`src/rtl/regfile_wport_arbiter.sv`:
```
// Round-robin arbiter that shares the register-file write port between the ALU path (req0)
// and the multicycle path (req1), with a per-register pending-write scoreboard for RAW stalls.
module regfile_wport_arbiter #(
    parameter int DATA_W = 32,
    parameter int ADDR_W = 5
) (
    input  logic                  clk,
    input  logic                  rst,
    input  logic                  req0_valid,
    input  logic [ADDR_W-1:0]     req0_reg,
    input  logic [DATA_W-1:0]     req0_data,
    output logic                  req0_ready,
    input  logic                  req1_valid,
    input  logic [ADDR_W-1:0]     req1_reg,
    input  logic [DATA_W-1:0]     req1_data,
    output logic                  req1_ready,
    input  logic                  rsv_valid,
    input  logic [ADDR_W-1:0]     rsv_reg,
    output logic                  rf_write,
    output logic [ADDR_W-1:0]     rf_wreg,
    output logic [DATA_W-1:0]     rf_wdata,
    output logic [2**ADDR_W-1:0]  busy,
    output logic                  rsv_conflict
);

    localparam int NREG = 2**ADDR_W;

    logic                last_grant;
    logic                grant0;
    logic                grant1;
    logic                xfer;
    logic                issue;
    logic [ADDR_W-1:0]   sel_reg;
    logic [DATA_W-1:0]   sel_data;
    logic                rsv_set;
    logic                rsv_hit;
    logic [NREG-1:0]     busy_next;

    always_comb begin
        grant0 = 1'b0;
        grant1 = 1'b0;
        // Under contention the requester that did not win last time goes first.
        if (!rst) begin
            if (req0_valid && (!req1_valid || last_grant)) begin
                grant0 = 1'b1;
            end else if (req1_valid) begin
                grant1 = 1'b1;
            end
        end
        xfer     = grant0 | grant1;
        sel_reg  = grant1 ? req1_reg  : req0_reg;
        sel_data = grant1 ? req1_data : req0_data;
        issue    = xfer && (sel_reg != '0);
    end

    always_comb begin
        rsv_set = rsv_valid && (rsv_reg != '0);
        // A reservation landing on the register being written this cycle is a fresh one, not a conflict.
        rsv_hit = rsv_set && busy[rsv_reg] && !(rf_write && (rf_wreg == rsv_reg));
        busy_next = busy;
        if (rf_write) begin
            busy_next[rf_wreg] = 1'b0;
        end
        if (rsv_set) begin
            busy_next[rsv_reg] = 1'b1;
        end
        busy_next[0] = 1'b0;
    end

    assign req0_ready = grant0;
    assign req1_ready = grant1;

    always_ff @(posedge clk) begin
        if (rst) begin
            rf_write     <= 1'b0;
            rf_wreg      <= '0;
            rf_wdata     <= '0;
            busy         <= '0;
            rsv_conflict <= 1'b0;
            last_grant   <= 1'b1;
        end else begin
            rf_write <= issue;
            if (issue) begin
                rf_wreg  <= sel_reg;
                rf_wdata <= sel_data;
            end
            if (xfer) begin
                last_grant <= grant1;
            end
            busy         <= busy_next;
            rsv_conflict <= rsv_hit;
        end
    end

endmodule

```
`config.mk`:
```
export PLATFORM = sky130hd
export DESIGN_NAME = regfile_wport_arbiter
export DESIGN_NICKNAME = d
export VERILOG_FILES = /design/src/rtl/regfile_wport_arbiter.sv
export SDC_FILE = /design/constraint.sdc
export NUM_CORES = 1
export LEC_CHECK = 0
export CAP_MARGIN = 15
export CORE_AREA = 8 8 99 101
export DETAILED_ROUTE_END_ITERATION = 12
export DIE_AREA = 0 0 107 109
export GPL_TIMING_DRIVEN = 0
export PLACE_DENSITY = 0.93
export SETUP_SLACK_MARGIN = 0.1
export SYNTH_ARGS = -nofsm -noshare
export SYNTH_HDL_FRONTEND = slang
export SYNTH_SLANG_ARGS = --single-unit
```
`constraint.sdc`:
```
create_clock -name clk -period 2.8 [get_ports clk]
set_clock_uncertainty 0.2 [all_clocks]
set_input_delay 0.42 -clock clk [delete_from_list [all_inputs] [get_ports clk]]
set_output_delay 0.42 -clock clk [all_outputs]
set_load 0.03 [all_outputs]
```
==> flow_metrics.py <==
metrics = {
    "global_routing": {
        "grt_pass1_wl_um": 21370,
        "maximum_number_of_pins_on_one_net_before_global_route_repair": 14,
        "track_usage": 0.2306,
        "antenna_found_initial": 0,
        "grt_pass1_vias": 4198,
        "grt-ovfl-total": 0,
    },
    "finish": {
        "nNetsFinal": 673,
        "seq_area_um2": 1421,
        "area_used_by_multi_input_combinational_logic_um2": 2112,
        "fin_area_um2": 5699,
        "fillCellCount": 629,
        "mostFrequentLayoutCell": "clkdlybuf4s50_1",
        "final_layout_size_suffix_gt1_frac": 0.08754,
        "post_layout_nonfiller_instances": 702,
        "layout-area-overhead-vs-synth_pct": 50.53,
        "num_antenna_cells": 0,
        "commonest_cells_after_routing_fill_and_taps_aside": "clkdlybuf4s50_1 (149), dfxtp_1 (71), nand2_1 (56)",
    },
    "worst_setup_path": {
        "r2r-start": "rf_wreg[3]$_SDFFE_PP0P_",
        "worst_setup_path_start_kind": "input port",
        "crit_path_start": "req1_valid",
        "arrival_ns": 2.00,
        "worst-path-max-fanout": 10,
        "timing.reg2reg.setup_slack_ns": 0.83,
        "timing.rr.end": "rsv_conflict$_SDFF_PP0_",
        "crit_required_ns": 2.18,
        "r2r.worst_path.cells": 5,
        "setup.worst_path.end_class": "output pin",
        "setup.worst_path.class": "input port to output pin",
    },
    "sta": {
        "worst_hold_slack_ns": 0.2619,
        "unrepaired_setup_endpoints_after_global_routing": "false",
        "final-hold-violation-count": 0,
        "finalCritPeriodShare": 0.9348,
        "maxSlewHeadroom": 0.5814,
        "finalMaxSlewViolations": 0,
        "setup_viol": 0,
        "layout_min_cycle_time_ns": 2.617,
        "worst-slew-pin-transition_ns": 0.6192,
        "fmaxAchievable_mhz": 382.1,
        "setup_total_negative_slack_ns": 0,
    },
    "placed_design": {
        "placed_cell_area_um2": 5423,
        "buffer_ports.inserted": 150,
        "hpwl_um": 10770,
        "numPlacedInstances": 683,
        "gp_congestion": 0.9392,
    },
    "synthesis": {
        "total_of_flip_flops_plus_latches_after_synthesis": 71,
        "synth.avg_cell_area_um2": 8.909,
        "count_of_different_cell_masters_after_synthesis": 54,
        "postSynth.asyncResetShare": 0,
        "post_synth_top_area_cell": "dfxtp_1",
        "synth_warnings": 0,
        "synth_edf_count": 0,
        "syn_inst": 425,
        "syn-num-nets": 509,
        "yosys-top-cells-area": "dfxtp_1 (38%), mux2i_1 (11%), o211ai_1 (10%)",
        "synth_largest_type_area_fraction": 0.3754,
        "synth_sequential_area_ratio": 0.3754,
        "primary_ff_master_synth": "dfxtp_1",
        "synthesis.area_um2": 3786,
    },
    "routing": {
        "route.detailed.drc": 0,
        "top_signal_layer_used": "met4",
        "detailedRoute.firstIterationViolations": 148,
        "num_vias": 4084,
        "wire_per_inst_um": 19.71,
        "post_drt_via_cell_ratio": 5.818,
        "wl_met3_um": 1779,
        "wl_met1_um": 5031,
        "route.antenna.remaining_nets": 0,
        "postRouteWirelength_um": 13840,
        "wl_met2_um": 6738,
        "drt_pre_antenna_iters": 5,
    },
    "cts": {
        "h-tree-depth": 3,
        "cts.root.buffer_cell": "clkbuf_8",
        "clock_latency_ns": 0.35,
        "clkSlewWorstSetupHoldPaths_ns": 0.08,
        "clock_sinks": 71,
        "tritoncts": "done",
        "number_of_buffers_on_the_longest_clock_path": 2,
        "cts_hold_buffers_added": 0,
        "cts_bufs_inserted": 9,
    },
    "pwr": {
        "power.leakage_nw": 2.061,
        "power_density_of_the_placed_cells_nw_per_um2": 499.5,
        "totalPowerFinal_mw": 2.847,
        "ir_worst_vdd_uv": 274.3,
    },
    "floorplan": {
        "core.rowCount": 34,
        "placeableCoreArea_um2": 8381,
        "dieArea_um2": 11660,
        "initial_core_util": 0.4518,
        "floorplan.io_pins": 157,
        "die-width_um": 107,
        "die_h_um": 109,
    },
    "run_status": {
        "status": "finished clean",
    },
    "worst_hold_path": {
        "min_to": "rf_wdata[22]$_SDFFE_PP0P_",
        "type_of_the_worst_min_delay_path": "flop to flop",
        "worst_hold_startpoint": "rf_wdata[22]$_SDFFE_PP0P_",
        "min_path_cells": 2,
    },
    "run": {
        "drv_cap": 0,
    },
}
power breakdown:
group / internal (mW) / switching (mW)
Clock: 0.595 / 0.424
Combinational: 0.335 / 0.385
Sequential: 1.07 / 0.0390
Total: 2.00 / 0.848
how the worst max path moves through the flow:
| stage | end | slack, ns | cells past startpoint |
|---|---|---|---|
| 2_1_floorplan | req0_ready | 0.61 | 5 |
| 6_report | req1_ready | 0.18 | 6 |
| 4_1_cts | req1_ready | 0.04 | 6 |
| 3_3_place_gp | req1_ready | -0.55 | 6 |
| 3_5_place_dp | req1_ready | -0.54 | 6 |
| 5_1_grt | req1_ready | 0.11 | 6 |
per-stage QoR:
step                  util  setup slack [ns]
floorplan                -            0.6099
global placement    0.6471           -0.5473
detailed placement  0.6471           -0.5397
CTS                 0.6771           0.04098
global route        0.6801            0.1069
finish              0.6801            0.1826
flip-flops by register name, summed over array words and instances (netlist names):
signal        flops
rf_wreg           5
rsv_conflict      1
last_grant        1
rf_wdata         32
rf_write          1
busy             31
repair_timing:
item / 4_1_cts / 5_1_grt
setup endpoints to repair: 2 / 2
gates resized for setup: 7 / 3
pin swaps: 0 / 1
buffers inserted: 0 / 4
final cells by class:
class | instances | share of cell area
Inverter | 4 | 0.003074
Sequential cell | 71 | 0.2494
Multi-Input combinational cell | 308 | 0.3706
Buffer | 41 | 0.04259
Clock buffer | 9 | 0.02173
Timing Repair Buffer | 154 | 0.2678
Clock inverter | 7 | 0.02108
Tap cell | 108 | 0.02371
cells in the mapped netlist, types with 3 or more instances:
cell type	count
a21oi_1	4
and3_1	4
buf_12	4
buf_2	7
buf_4	3
clkbuf_1	28
dfxtp_1	71
mux2i_1	43
mux4_2	3
nand2_1	56
nand2b_1	4
nand3_1	18
nand3b_1	5
nor2b_1	5
nor3b_1	5
o211ai_1	51
o21ai_0	32
or3_1	36
xor2_1	4
per-layer routing:
layer	vias to the layer above	global-route usage
li1	1887	-
met1	1926	0.2433
met2	243	0.3996
met3	28	0.1028
met4	0	0.08442
met5	-	0
critical path, cell delays in order:
cell and delay (ns):
clkdlybuf4s50_1 0.52, a21bo_1 0.22, buf_4 0.18, nor2_4 0.22, buf_4 0.21, buf_2 0.22
kinds of logic (layout without fill, tap and decap cells):
group	count (synthesis)	after routing	synth area share
flops	71	71	0.3754
mux	48	48	0.1375
other cells	1	1	0.0009905
simple gates	149	149	0.2128
compound gates	105	105	0.1937
buf+inv	46	215	0.06807
xor+xnor	5	5	0.01157
Power figures use the tool's default switching activity.
